### src/rtl/sram_arbiter.sv
// sram_arbiter: two-requester arbiter in front of a single-port SRAM.
// One access per cycle; read data returns one cycle after acceptance.
// Build option: define SRAM_ARB_RR_EN for round-robin arbitration on
// contention; otherwise r0 has fixed priority.
// Reset is synchronous active-low; outputs are also forced to their reset
// values while rst_n is low so the reset cycle itself is quiet.
module sram_arbiter #(
    parameter int DATA_WIDTH = 32,
    parameter int ADDR_WIDTH = 4
) (
    input  logic                  clk,
    input  logic                  rst_n,
    input  logic                  r0_valid,
    output logic                  r0_ready,
    input  logic                  r0_we,
    input  logic [ADDR_WIDTH-1:0] r0_addr,
    input  logic [DATA_WIDTH-1:0] r0_wdata,
    output logic                  r0_rsp_valid,
    input  logic                  r1_valid,
    output logic                  r1_ready,
    input  logic                  r1_we,
    input  logic [ADDR_WIDTH-1:0] r1_addr,
    input  logic [DATA_WIDTH-1:0] r1_wdata,
    output logic                  r1_rsp_valid,
    output logic [DATA_WIDTH-1:0] rsp_rdata,
    output logic [ADDR_WIDTH-1:0] mem_addr,
    output logic                  mem_re,
    output logic                  mem_we,
    output logic [DATA_WIDTH-1:0] mem_wdata,
    input  logic [DATA_WIDTH-1:0] mem_rdata,
    output logic [15:0]           gnt_cnt0,
    output logic [15:0]           gnt_cnt1
);

    logic                  last_gnt_q, last_gnt_d;
    logic                  rsp0_q, rsp0_d;
    logic                  rsp1_q, rsp1_d;
    logic [DATA_WIDTH-1:0] rdata_q, rdata_d;
    logic [15:0]           gnt_cnt0_q, gnt_cnt0_d;
    logic [15:0]           gnt_cnt1_q, gnt_cnt1_d;
    logic                  gnt0, gnt1, acc, sel_we;

    // Arbitration: pick at most one winner among the valid requesters.
    always_comb begin
        gnt0 = 1'b0;
        gnt1 = 1'b0;
        if (rst_n) begin
            if (r0_valid && r1_valid) begin
`ifdef SRAM_ARB_RR_EN
                if (last_gnt_q) gnt0 = 1'b1;
                else            gnt1 = 1'b1;
`else
                gnt0 = 1'b1;
`endif
            end else begin
                gnt0 = r0_valid;
                gnt1 = r1_valid;
            end
        end
    end

    // SRAM command and handshake outputs, driven from the winner.
    always_comb begin
        acc       = gnt0 | gnt1;
        sel_we    = gnt1 ? r1_we : r0_we;
        r0_ready  = gnt0;
        r1_ready  = gnt1;
        mem_re    = acc & ~sel_we;
        mem_we    = acc & sel_we;
        mem_addr  = '0;
        mem_wdata = '0;
        if (acc) begin
            mem_addr  = gnt1 ? r1_addr : r0_addr;
            mem_wdata = gnt1 ? r1_wdata : r0_wdata;
        end
    end

    // Next-state: response tracking, read-data hold, last grant, counters.
    always_comb begin
        last_gnt_d = acc ? gnt1 : last_gnt_q;
        rsp0_d     = gnt0 & ~r0_we;
        rsp1_d     = gnt1 & ~r1_we;
        rdata_d    = (rsp0_q | rsp1_q) ? mem_rdata : rdata_q;
        gnt_cnt0_d = gnt_cnt0_q;
        gnt_cnt1_d = gnt_cnt1_q;
        if (gnt0 && gnt_cnt0_q != 16'hFFFF) gnt_cnt0_d = gnt_cnt0_q + 16'd1;
        if (gnt1 && gnt_cnt1_q != 16'hFFFF) gnt_cnt1_d = gnt_cnt1_q + 16'd1;
    end

    // State registers with synchronous active-low reset.
    always_ff @(posedge clk) begin
        if (!rst_n) begin
            last_gnt_q <= 1'b1;
            rsp0_q     <= 1'b0;
            rsp1_q     <= 1'b0;
            rdata_q    <= '0;
            gnt_cnt0_q <= '0;
            gnt_cnt1_q <= '0;
        end else begin
            last_gnt_q <= last_gnt_d;
            rsp0_q     <= rsp0_d;
            rsp1_q     <= rsp1_d;
            rdata_q    <= rdata_d;
            gnt_cnt0_q <= gnt_cnt0_d;
            gnt_cnt1_q <= gnt_cnt1_d;
        end
    end

    // Response outputs; rsp_rdata passes SRAM data through in the response
    // cycle and otherwise holds the last delivered word.
    always_comb begin
        r0_rsp_valid = rst_n & rsp0_q;
        r1_rsp_valid = rst_n & rsp1_q;
        rsp_rdata    = '0;
        if (rst_n) rsp_rdata = (rsp0_q | rsp1_q) ? mem_rdata : rdata_q;
        gnt_cnt0     = rst_n ? gnt_cnt0_q : '0;
        gnt_cnt1     = rst_n ? gnt_cnt1_q : '0;
    end

endmodule

### config.mk
export PLATFORM = sky130hd
export DESIGN_NAME = sram_arbiter
export DESIGN_NICKNAME = d
export VERILOG_FILES = /design/src/rtl/sram_arbiter.sv
export SDC_FILE = /design/constraint.sdc
export NUM_CORES = 1
export LEC_CHECK = 0
export CORE_MARGIN = 1
export CORE_UTILIZATION = 26
export DETAILED_ROUTE_END_ITERATION = 10
export DONT_BUFFER_PORTS = 1
export SYNTH_ARGS = -nofsm -noshare
export SYNTH_HDL_FRONTEND = slang
export SYNTH_SLANG_ARGS = --single-unit
### constraint.sdc
create_clock -name clk -period 1.8 [get_ports clk]
set_input_delay 0.45 -clock clk [delete_from_list [all_inputs] [get_ports clk]]
set_output_delay 0.45 -clock clk [all_outputs]
set_load 0.01 [all_outputs]
-- After elaboration in Yosys (flattened, before gate mapping)
Cells that the tools add are included.
- register bits after elaboration: 66
- bits in latches: 0
- RAM bits: 0
- ROM bits: 0
- bits of input ports: 110
- output and inout bits: 106
- logic and storage cells: 36
- memories: 0
- $add $sub $neg: 2
- multiply operators: 0
- divide/modulo/power cells: 0
- magnitude comparators: 0
- equal/unequal tests: 2
- shift operators: 0
- multiplexer cells: 13
- bitwise operators: 11
- reductions and logical operators: 3
- operators by type and width (cell ; count):
    $mux 32 ; 4
    $add 16x1->16 const B ; 2
    $mux 16 ; 2
    $ne 16x16->1 const B ; 2
    $mux 4 ; 2
    $and 1x1->1 ; 6
    $mux 1 ; 5
    $logic_and 1x1->1 ; 3
    $not 1->1 ; 3
    $or 1x1->1 ; 2

-- Logic depth before layout (Yosys ltp)
- depth in word-level cells: 6
- gate-level depth with buffers: 6
- gate-level depth less buffers: 5

-- Worst setup path before layout
OpenSTA, ideal clock, no wires.
- path kind: in2out
- start: input port r0_valid
- end: output port mem_addr[0]
- data arrival time: 1426 ps
- required time: 1350 ps
- slack: -76 ps
- stages: 6
- path buffers: 3
- cells stage by stage: buf_6 -> nor2b_1 -> buf_2 -> buf_1 -> a22oi_1 -> nor2_1
- longest elaborated chain between the ends: 5
- elaborated cells on any way between the ends: 8
- those cells by class: mux: 6; bitwise: 1; reduce/logical: 1
- ends and longest elaborated chain (what ; line ; text):
    start, declared ; 13 ; input logic r0_valid,
    $logic_and 1x1->1 ; 48 ; if (r0_valid && r1_valid) begin
    $mux 1 ; 48 ;
    $mux 1 ; 47 ; if (rst_n) begin
    $mux 4 / $or 1x1->1 (equally long branches) ; 73, 64 ;
    $mux 4 * ; 72 ; if (acc) begin
    end, declared ; 26 ; output logic [ADDR_WIDTH-1:0] mem_addr,
Mark *: on every way between the ends. The rest lies on a longest branch, timed or not.

-- Worst setup path in the final report
- start: register rsp0_q
- end: output port rsp_rdata[27]
- longest elaborated chain between the ends: 3
- ends and longest elaborated chain (what ; line ; text):
    start, declared ; 36 ; logic rsp0_q, rsp0_d;
    start signal, assigned ; 101 ; rsp0_q <= rsp0_d;
    $or 1x1->1 ; 115 ; if (rst_n) rsp_rdata = (rsp0_q | rsp1_q) ? mem_rdata : rdata_q;
    $mux 32 ; 115 ;
    $mux 32 ; n/a ;
    end, declared ; 25 ; output logic [DATA_WIDTH-1:0] rsp_rdata,
No other way between the ends.

==> summary.txt <==
STA
  – Max Clock Freq: 0.556 GHz
  – Final period util: 99.9%
  – Final Hold Viols: 0
  – Sum of negative setup slack: 0 ns
  – WHS: 0.186 ns
  – Final Setup Violations: 0
  – Final Max Slew Viols: 0
  – Rel. slew slack: between 70% and 80%
  – RSZ-0062 raised after global routing: yes
  – Worst clock skew: 0.00510 ns
  – Worst-Margin Slew: 0.387 ns
  – Final min period: 1.80 ns

Setup path
  – CP max FO: 16
  – Critical path class: register to primary output
  – Critical Path End Type: primary output
  – CP Data Required Time: 1.35 ns
  – Crit start category: register
  – FF-to-FF setup slack: 0.12 ns
  – WP data arrival: 1.35 ns

Pwr
  – PD cells: 787 nW/um^2
  – Overall Power: 3.48 mW
  – Peak VDD IR: 0.371 mV
  – Lkg Pwr: 1.59 nW

Floorplanning
  – Die Height: 119 um
  – Core Region: about 13000 um^2
  – Starting Density: between 20% and 30%
  – Total die area: 14100 um^2
  – Num rows: 42
  – Io pins: around 220
  – Die width: 119 um

Finish
  – Area Overhead vs Synth: 24.7%
  – Final net count: between 500 and 600
  – N_diodes: 0
  – Layout Utilization: 33.3%
  – # fillers: 1385
  – Share of layout cells above drive strength 1: 22.1%

Global route
  – GRT Residual Overflow: 0
  – Total GRT Usage: between 10% and 20%
  – Initial antenna violation count: 0
  – First-pass GRT wire length: ~16 mm
  – Largest net degree at the start of global routing: 50
  – Vias in the first global route: around 3100

Synthesis
  – Post-synth EDFFs: 0
  – Mapped Cells: 455
  – Asr flop ratio synth: 0%
  – Synth Flop Type: dfxtp_1
  – FF+latch count, synth: 66
  – Top post-synthesis cells by count: 81 x nand2_1, 66 x dfxtp_1, 56 x nor2_1
  – Syn_area_per_cell: 7.80 um^2
  – Synth area leader: dfxtp_1
  – Count of cell types in the netlist: 50
  – Mapped Area: around 3500 um^2
  – Synth area leaders: dfxtp_1 37%, nand2_1 8.6%, a22oi_1 7.8%, a21oi_1 5.9%, nor2_1 5.9%
  – Syn Nets: 567
  – Top cell type's share of synthesized area: 37.2%
  – Post-synthesis sequential area ratio: ~37%
  – Ys Warns: 0
  – Most common cell in the netlist: nand2_1

Clocking
  – Clk root buf: clkbuf_16
  – CTS tree: yes
  – H-tree depth: 3
  – Clock-pin slew on the worst setup and hold paths: 0.05 ns
  – CTS sink cnt: 66
  – Clock latency on the worst-skew pair: 0.33 ns
  – CTS Hold Bufs: 0
  – Inserted Clock Buffers: 9
  – Clk buf depth: 2

Detailed routing
  – DRT Wirelength: 10.9 mm
  – Via count: 3412
  – WL/cell: 17.2 um
  – Routed vias/inst: 5.38
  – 1st-iter DRT viols: 150
  – ANT nets after route: 0
  – DRC violations left: 0
  – First-pass iteration count of the detailed router: 4

Placed design
  – GP Congestion: approximately 0.8
  – Detailed Place HPWL: 7.38 mm
  – # port buffers: 0

Outcome
  – Status: complete, no violations

Min path
  – Worst hold path class: input port to register

Run
  – Max-Cap Viols: 0
-- sequential cells by signal, summed over array words and instances, names as in the netlist --
register and cells:
gnt_cnt0_q 16, rdata_q 32, rsp1_q 1, rsp0_q 1, gnt_cnt1_q 16
-- area by class of cell --
cell class                 count  area (um^2)  area share [%]
tap                          176          220            4.97
clock buffer                  14          254            5.74
inverter                      10         37.5           0.848
sequential                    66         1330            30.0
multi-input combinational    350         2320            52.5
timing repair buffer          18          265            5.99
-- report_power, final --
group / internal (mW) / total (mW) / switching (mW)
registers: 1.50 / 1.52 / 0.0156
logic: 0.160 / 0.424 / 0.264
clock network: 0.955 / 1.54 / 0.585
total: 2.62 / 3.48 / 0.865
-- cell usage in the layout, fill, tap and decap left out, types with 11 or more instances in the layout --
cell,count
mux2_2,12
a21oi_4,12
a22oi_1,37
clkbuf_16,11
and2_1,30
nor2_1,54
a21oi_2,20
dfxtp_1,64
nand2_1,78
-- metal layers --
| layer | share of wire (%) | global-route usage [%] |
|---|---|---|
| met1 | 43 | 17.2 |
| met2 | 48 | 23.9 |
| met3 | 7.1 | 5.27 |
| met4 | 1.6 | 5.46 |
| met5 | 0 | 0 |
-- worst max-delay path: stages, from the launching register on --
cell and delay [ns]:
dfxtp_2 0.34, nor2_4 0.18, clkbuf_16 0.20, nand2_1 0.08
a21oi_2 0.22
-- per-stage QoR --
step / cell area, um^2 / worst slack [ns] / cells
2_1_floorplan: 3550 / -0.0601 / 455
3_3_place_gp: 3810 / 0.104 / 615
3_5_place_dp: 3810 / 0.0281 / 615
4_1_cts: 4260 / -0.00341 / 630
5_1_grt: 4430 / -0.0743 / 634
6_report: 4430 / 0.00110 / 634
-- final timing paths --
path | from | endpoint | cells after the start
max reg2reg | gnt_cnt0_q[0] | gnt_cnt0_q[6] | 5
min | r0_we | rsp0_q | 1
min reg2reg | rdata_q[6] | rdata_q[6] | 2
max | rsp0_q | rsp_rdata[27] | 4
-- cell families (layout without fill, tap and decap cells) --
group	after synthesis	in the layout	synth area share (%)
XOR/XNOR	4	4	0.987
adder cells (fa/ha/maj)	2	2	0.705
AND/OR/NAND/NOR	228	228	33.7
flip-flops	66	66	37.2
multiplexers	14	14	4.37
buffers and inverters	39	42	4.48
AO/OA/AOI/OAI	102	102	18.5
-- timing repair --
item                                    CTS  global route
hold endpoints to repair                  0             0
pin swaps                                 2             5
buffers inserted                          0             2
gates cloned                              1             2
endpoints found under the setup margin   32            43
gates resized for setup                  42            16
No activity file was read; power rests on OpenSTA's default activity.
